### config.mk
export PLATFORM = sky130hd
export DESIGN_NAME = scan_chain_ctrl
export DESIGN_NICKNAME = d
export VERILOG_FILES = /design/src/rtl/scan_ctrl_pkg.sv /design/src/rtl/scan_popcount.sv /design/src/rtl/scan_chain_ctrl.sv
export SDC_FILE = /design/constraint.sdc
export NUM_CORES = 1
export LEC_CHECK = 0
export ABC_AREA = 1
export BUFFER_PORTS_ARGS = -buffer_cell sky130_fd_sc_hd__buf_2
export CAP_MARGIN = 20
export CORE_UTILIZATION = 34
export CTS_BUF_LIST = sky130_fd_sc_hd__clkbuf_8
export DETAILED_ROUTE_END_ITERATION = 12
export PLACE_DENSITY = 0.64
export SLEW_MARGIN = 0
export SYNTH_ARGS = -nofsm -noshare
export SYNTH_HDL_FRONTEND = slang
export SYNTH_HIERARCHICAL = 1
export SYNTH_SLANG_ARGS = --single-unit
### constraint.sdc
create_clock -name CLK -period 3.8 [get_ports CLK]
set_input_delay 0.19 -clock CLK [delete_from_list [all_inputs] [get_ports CLK]]
set_output_delay 0.19 -clock CLK [all_outputs]
set_load 0.005 [all_outputs]
### src/rtl/scan_ctrl_pkg.sv
// Shared types and helpers for the scan-chain test controller.
// Holds the controller state encoding and the bit-counter width helper.
package scan_ctrl_pkg;

  typedef enum logic [2:0] {
    ST_IDLE      = 3'd0,
    ST_SHIFT_IN  = 3'd1,
    ST_CAPTURE   = 3'd2,
    ST_SHIFT_OUT = 3'd3,
    ST_DONE      = 3'd4
  } scan_state_t;

  function automatic int cnt_width(input int n);
    return $clog2(n + 1);
  endfunction

endpackage

### src/rtl/scan_popcount.sv
// Population count of a W-bit vector; used for the response error count.
// Purely combinational; the caller feeds it registered data only.
module scan_popcount #(
  parameter int W  = 16,
  parameter int CW = 5
) (
  input  logic [W-1:0]  vec_i,
  output logic [CW-1:0] cnt_o
);

  // Sum the set bits of the input vector.
  always_comb begin
    cnt_o = {CW{1'b0}};
    for (int i = 0; i < W; i++) begin
      cnt_o = cnt_o + CW'(vec_i[i]);
    end
  end

endmodule

### src/rtl/scan_chain_ctrl.sv
// Scan-chain test controller: loads a pattern, pulses one capture cycle,
// unloads the response and compares it against an expected vector.
module scan_chain_ctrl
  import scan_ctrl_pkg::*;
#(
  parameter int CHAIN_LEN = 16,
  parameter int CNT_W     = cnt_width(CHAIN_LEN)
) (
  input  logic                 CLK,
  input  logic                 RST,
  input  logic                 START,
  input  logic [CHAIN_LEN-1:0] PAT,
  input  logic [CHAIN_LEN-1:0] EXP,
  input  logic                 S0,
  output logic                 SE,
  output logic                 SI,
  output logic                 BUSY,
  output logic                 DONE,
  output logic [CHAIN_LEN-1:0] RESP,
  output logic                 MISMATCH,
  output logic [CNT_W-1:0]     ERR_CNT
);

  localparam logic [CNT_W-1:0] CNT_LAST = CNT_W'(CHAIN_LEN - 1);
  localparam logic [CNT_W-1:0] CNT_ONE  = CNT_W'(1);

  scan_state_t          state_q, state_d;
  logic [CNT_W-1:0]     cnt_q, cnt_d;
  logic [CHAIN_LEN-1:0] pat_q, pat_d;
  logic [CHAIN_LEN-1:0] exp_q, exp_d;
  logic [CHAIN_LEN-1:0] resp_q, resp_d;
  logic                 se_q, se_d;
  logic                 si_q, si_d;
  logic                 done_q, done_d;

  // State and datapath registers with synchronous reset.
  always_ff @(posedge CLK) begin
    if (RST) begin
      state_q <= ST_IDLE;
      cnt_q   <= {CNT_W{1'b0}};
      pat_q   <= {CHAIN_LEN{1'b0}};
      exp_q   <= {CHAIN_LEN{1'b0}};
      resp_q  <= {CHAIN_LEN{1'b0}};
      se_q    <= 1'b0;
      si_q    <= 1'b0;
      done_q  <= 1'b0;
    end else begin
      state_q <= state_d;
      cnt_q   <= cnt_d;
      pat_q   <= pat_d;
      exp_q   <= exp_d;
      resp_q  <= resp_d;
      se_q    <= se_d;
      si_q    <= si_d;
      done_q  <= done_d;
    end
  end

  // Next-state and next-output logic; SE/SI/DONE are computed one edge ahead.
  always_comb begin
    state_d = state_q;
    cnt_d   = cnt_q;
    pat_d   = pat_q;
    exp_d   = exp_q;
    resp_d  = resp_q;
    se_d    = 1'b0;
    si_d    = 1'b0;
    done_d  = 1'b0;
    case (state_q)
      ST_IDLE, ST_DONE: begin
        if (START) begin
          state_d = ST_SHIFT_IN;
          cnt_d   = {CNT_W{1'b0}};
          // pat_q keeps the not-yet-presented bits, MSB first.
          pat_d   = {PAT[CHAIN_LEN-2:0], 1'b0};
          exp_d   = EXP;
          resp_d  = {CHAIN_LEN{1'b0}};
          se_d    = 1'b1;
          si_d    = PAT[CHAIN_LEN-1];
        end else begin
          state_d = ST_IDLE;
        end
      end
      ST_SHIFT_IN: begin
        if (cnt_q == CNT_LAST) begin
          state_d = ST_CAPTURE;
          cnt_d   = {CNT_W{1'b0}};
        end else begin
          cnt_d = cnt_q + CNT_ONE;
          se_d  = 1'b1;
          si_d  = pat_q[CHAIN_LEN-1];
          pat_d = {pat_q[CHAIN_LEN-2:0], 1'b0};
        end
      end
      ST_CAPTURE: begin
        state_d = ST_SHIFT_OUT;
        se_d    = 1'b1;
      end
      ST_SHIFT_OUT: begin
        resp_d = {resp_q[CHAIN_LEN-2:0], S0};
        if (cnt_q == CNT_LAST) begin
          state_d = ST_DONE;
          cnt_d   = {CNT_W{1'b0}};
          done_d  = 1'b1;
        end else begin
          cnt_d = cnt_q + CNT_ONE;
          se_d  = 1'b1;
        end
      end
      default: begin
        state_d = ST_IDLE;
      end
    endcase
  end

  assign SE       = se_q;
  assign SI       = si_q;
  assign DONE     = done_q;
  assign RESP     = resp_q;
  assign BUSY     = (state_q == ST_SHIFT_IN) || (state_q == ST_CAPTURE) ||
                    (state_q == ST_SHIFT_OUT);
  assign MISMATCH = (resp_q != exp_q);

  scan_popcount #(
    .W  (CHAIN_LEN),
    .CW (CNT_W)
  ) u_popcount (
    .vec_i (resp_q ^ exp_q),
    .cnt_o (ERR_CNT)
  );

endmodule

==> metrics.cfg, run 1 <==
[clock_tree]
clkTransAtPathRegs_ns=0.06
cts_tree=built
clock_latency_ns=0.33
holdBufCountCts=0
clk_path_buf_depth=2
cts_buffers=9
cts_sinks=58
clock-root-buffer=clkbuf_8
ctsHtreeMaxLevel=3

[synth]
synth_area_leaders=dfxtp_1 (37%), nand2_1 (11%), inv_1 (8.4%), fa_1 (6.3%), nand3_1 (6.3%)
syn-num-nets=504
syn_avg_cell_area_um2=7.03
synth_top_area_share_pct=36.6
yosysSeqAreaShare_pct=36.6
netlist_instances=452
ys_types=28
synth-seq-cells=58
synth.cell_area_um2=3180
synth_area_leader_cell=dfxtp_1
ys_warn_count=6

[timing]
fmax_mhz=250
whs_ns=0.115
timing.final.crit_share_pct=105
slew_headroom_pct=48.4
rsz0062_at_grt=true
setup_viol=5
setup_ws_ns=-0.202
min_period_ns=4.00
drv_slew=0
tightestPinTransition_ns=0.773
fin_setup_tns_ns=-0.575
skew_ns=0.00520
timing.final.hold_violations=0

[routing]
initialDrtViolationCount=100
drc=0
wl_per_cell_um=12.9
dr_total_vias=3081
ant_nets=0
routed_via_density=4.78
wl_um=8310
drt_pass1_iterations=4

[layout]
area_growth_pct=25.9
layout-drive-gt1-share_pct=29.3
layout_commonest_cell=nand2_1
layout_common_cells=nand2_1 (87), inv_1 (64), buf_2 (61), dfxtp_1 (45), nor2_1 (44)
final_nets=584
num_antenna_cells=0
regArea_um2=1180
multi_input_area_um2=1650
fillerInstances=897
design_area_um2=4000
final_core_util_pct=45.0

[place]
dpl_cell_area_um2=3510
gp_congestion=0.815
io_buffers=61
dp_hpwl_um=5180

[setup_path]
crit_slowest_cell=fa_1
worstSetupStartpointType=flip-flop
crit_type=flip-flop to output port
crit_path_end_kind=output port
path_cells=inv_1 > nand2_1 > nand2_1 > inv_1 > fa_1 > fa_1 > fa_1 > fa_1 > inv_1 > ha_2 > inv_2 > fa_2 > inv_2 > buf_2
cp.arrival_ns=3.81
cp_max_fo=4
crit_top_cell=fa_1
critPathRequiredTime_ns=3.61
slowest_delay_ns=0.52

[job]
drv_cap=0

[die]
die_h_um=98.6
io_pins=62
coreArea_um2=8890
die_w_um=98.6
die_area_um2=9730
initial_core_util_pct=35.7
rows=34

[grt]
grt.total_usage_pct=17.6
grt_pass1_wl_um=13400
grt_pass1_vias=2929
grt_max_degree=50
grt_remaining_overflow=0
antenna_found_initial=0

[run_status]
violations=setup timing
status=complete, but fails checks

[pwr]
leakage_nw=1.95
ir_worst_vdd_mv=0.243
p_total_w=0.00201
cellPowerDensity_nw_per_um2=503

[worst_hold_path]
hp-class=input pin to flip-flop

## cell usage after synthesis
| master | instances |
|---|---|
| nor3_1 | 1 |
| o22ai_1 | 1 |
| xnor2_1 | 1 |
| fa_1 | 10 |
| nand4_2 | 1 |
| nor2_2 | 2 |
| buf_2 | 12 |
| nand2_1 | 94 |
| a211oi_1 | 1 |
| nand2_2 | 4 |
| a21oi_1 | 29 |
| a31oi_1 | 2 |
| nand4_1 | 16 |
| nand3_1 | 40 |
| o21ai_1 | 3 |
| xor2_1 | 6 |
| nand4_4 | 1 |
| dfxtp_1 | 58 |
| inv_1 | 71 |
| buf_4 | 3 |
| or2_2 | 1 |
| clkbuf_1 | 3 |
| nor2_1 | 46 |
| ha_1 | 6 |
| nand3_2 | 1 |
| inv_2 | 6 |
| o21ai_0 | 29 |
| buf_6 | 4 |
## final cells by class
| class | instances | area share, % |
|---|---|---|
| inverters | 77 | 7.23 |
| multi-input cells | 295 | 41.2 |
| clock inverters | 5 | 1.19 |
| flip-flops and latches | 58 | 29.4 |
| repair buffers | 91 | 14.1 |
| clock buffers | 10 | 3.44 |
| well taps | 108 | 3.38 |
## path summary, 6_finish.rpt
kind,startpoint,to,slack [ns],cells past startpoint
max,RESP[13]$_SDFFE_PP0P_,ERR_CNT[1],-0.20,14
min,PAT[15],SI$_SDFF_PP0_,0.11,3
max reg2reg,state_q[0]$_SDFFE_PP0P_,pat_q[6]$_SDFFE_PP0P_,1.52,6
min reg2reg,exp_q[9]$_SDFFE_PP0P_,exp_q[9]$_SDFFE_PP0P_,0.47,2
## metrics by stage
step / worst slack [ns] / std cells
2_1_floorplan: 0.244 / 452
3_3_place_gp: 0.161 / 603
3_5_place_dp: 0.0886 / 603
4_1_cts: -0.189 / 642
5_1_grt: -0.359 / 644
6_report: -0.202 / 644
## critical path, delay by kind of cell, from the launching register on
family                   cells  cell delay, ns
buffers and inverters        6            0.38
AND/OR/NAND/NOR              2            0.16
flip-flops                   1            0.33
adder cells (fa/ha/maj)      6            2.60
## where the power goes
group / leakage (nW) / internal, W / switching (W)
clock network: 0.105 / 0.000310 / 0.000234
registers: 0.481 / 0.000667 / 0.0000431
logic: 1.37 / 0.000338 / 0.000418
## routing by layer
| metal | part of all wire (%) | wire length [um] | global-route usage [%] |
|---|---|---|---|
| met1 | 42 | 3510 | 20.6 |
| met2 | 51 | 4280 | 29.7 |
| met5 | 0 | 0 | 0 |
| met4 | 1.5 | 125 | 9.18 |
| met3 | 4.8 | 398 | 4.75 |
## cells by family after synthesis
| group | share of synthesized area, % |
|---|---|
| AO/OA/AOI/OAI | 10.4 |
| XOR/XNOR | 1.93 |
| adder cells (fa/ha/maj) | 8.67 |
| buffers and inverters | 13.5 |
| flip-flops | 36.6 |
| AND/OR/NAND/NOR | 28.9 |
## state kept, by name, summed over array words and instances, names as in the netlist
signal   flops
state_q      3
exp_q       16
SE           1
pat_q       15
RESP        16
DONE         1
cnt_q        5
SI           1
## repair_timing
action                                  in CTS  in global routing
endpoints found under the setup margin       4                  5
setup buffers                               24                  3
resized for setup                           24                 23
pin swaps                                   12                 11
Note: power is estimated with default switching activity, not from simulation.
==> run 2, diff against run 1 <==
- BUFFER_PORTS_ARGS: -buffer_cell sky130_fd_sc_hd__buf_2 -> not set
- CORE_UTILIZATION: 34 -> 60
- DONT_BUFFER_PORTS: not set -> 1
- PLACE_DENSITY: 0.64 -> 0.86
- SKIP_CTS_REPAIR_TIMING: not set -> 1
==> run 2 against run 1 <==
Effect of this change: the flow finishes with violations (hold timing, setup timing); via count decreased by 9.5%; clock skew increased by 0.0061 ns; utilization increased by 22 points; worst hold slack worse by 0.12 ns; sequential cell count unchanged; critical path depth decreased by 1; non-clock buffer count shrank 86; cell count is 19% lower; wire length shrank 15%; register-to-register slack about the same; largest cell class unchanged; global-route usage is 7.9 points higher; final area fell by 14%.
==> metrics.cfg, run 2 (synthesis results as in run 1) <==
[place]
dpl_cell_area_um2=3150
dp_hpwl_um=4760
gp_congestion=0.838
io_buffers=0

[grt]
grt_remaining_overflow=0
antenna_found_initial=0
grt_max_degree=50
grt_pass1_wl_um=10700
grt_pass1_vias=2556
grt.total_usage_pct=25.5

[run_status]
violations=hold timing, setup timing
status=complete, but fails checks

[layout]
area_growth_pct=8.23
fillerInstances=448
design_area_um2=3440
final_core_util_pct=67.3
num_antenna_cells=0
final_nets=498
layout_common_cells=nand2_1 (93), inv_1 (68), dfxtp_1 (46), nor2_1 (46), nand3_1 (40)
layout_commonest_cell=nand2_1
layout-drive-gt1-share_pct=13.3

[timing]
fmax_mhz=254
rsz0062_at_grt=true
skew_ns=0.0113
slew_headroom_pct=47.1
drv_slew=0
timing.final.crit_share_pct=103
setup_viol=4
timing.final.hold_violations=1
tightestPinTransition_ns=0.793
setup_ws_ns=-0.132
min_period_ns=3.93
whs_ns=-0.00642

[setup_path]
path_cells=inv_1 > nand2_1 > nand2_1 > inv_1 > fa_1 > fa_1 > fa_1 > fa_1 > inv_1 > ha_2 > inv_2 > fa_2 > inv_2
crit_family=adder cells
worstSetupStartpointType=flip-flop
crit_path_end_kind=output port
slowest_delay_ns=0.53
cp_max_fo=4
critPathRequiredTime_ns=3.61
cp.arrival_ns=3.74
crit_top_cell=fa_1
path_buf_inv=5
crit_type=flip-flop to output port
crit_slowest_cell=fa_1

[die]
die_h_um=74.8
io_pins=62
die_area_um2=5590
coreArea_um2=5110
rows=26
initial_core_util_pct=62.2
die_w_um=74.8

[routing]
wl_per_cell_um=13.6
ant_nets=0
wl_um=7090
dr_total_vias=2787
initialDrtViolationCount=128
routed_via_density=5.35
drt_pass1_iterations=4
drc=0

[clock_tree]
cts_tree=built
clock-root-buffer=clkbuf_8
ctsHtreeMaxLevel=3
clk_path_buf_depth=2
clock_latency_ns=0.34
cts_buffers=9
cts_sinks=58
clkTransAtPathRegs_ns=0.07

[pwr]
ir_worst_vdd_mv=0.297
leakage_nw=1.53
cellPowerDensity_nw_per_um2=557

[job]
drv_cap=0

[worst_hold_path]
hp-class=input pin to flip-flop

-- run 2: cell count changes in the layout (fill, tap and decap cells not counted), sizes merged --
cell	delta
dlygate4sd3	+1
buf	-87
inv	-2
clkinvlp	+3
-- run 2: layout make-up --
type	instances	area, um^2	share of cell area, %
timing repair buffer	5	40.0	1.16
sequential	58	1180	34.3
inverter	77	289	8.41
clock buffer	10	138	4.00
clock inverter	6	66.3	1.93
tap	70	87.6	2.55
multi-input combinational	295	1640	47.7
-- run 2: path summary, 6_finish.rpt --
kind	start	end	slack, ns	cells after the start
worst max-delay path	RESP[7]$_SDFFE_PP0P_	ERR_CNT[1]	-0.13	13
worst min register to register	exp_q[2]$_SDFFE_PP0P_	exp_q[2]$_SDFFE_PP0P_	0.48	2
worst max register to register	state_q[0]$_SDFFE_PP0P_	RESP[3]$_SDFFE_PP0P_	1.51	6
worst min-delay path	S0	RESP[0]$_SDFFE_PP0P_	-0.006	2
-- run 2: routing by layer --
metal / GRT usage (%) / vias up / routed length, um / part of all wire, %
li1: - / 1411 / - / -
met1: 26.0 / 1281 / 2780 / 39
met2: 47.1 / 81 / 3700 / 52
met3: 8.17 / 14 / 473 / 6.7
met4: 12.2 / 0 / 143 / 2.0
met5: 0 / - / 0 / 0
-- run 2: power breakdown --
group / switching [W] / internal, W
combinational: 0.000379 / 0.000248
sequential: 0.0000451 / 0.000665
clock: 0.000258 / 0.000320
-- run 2: through the flow --
step | TNS [ns] | power [W] | instances | worst slack [ns]
after global routing | -0.937 | 0.00207 | 521 | -0.271
final | -0.370 | 0.00192 | 521 | -0.132
after CTS | -0.642 | 0.00187 | 519 | -0.226
after detailed placement | 0 | 0.00130 | 503 | 0.126
after global placement | 0 | 0.00126 | 503 | 0.222
after floorplan | 0 | 0.00121 | 452 | 0.244
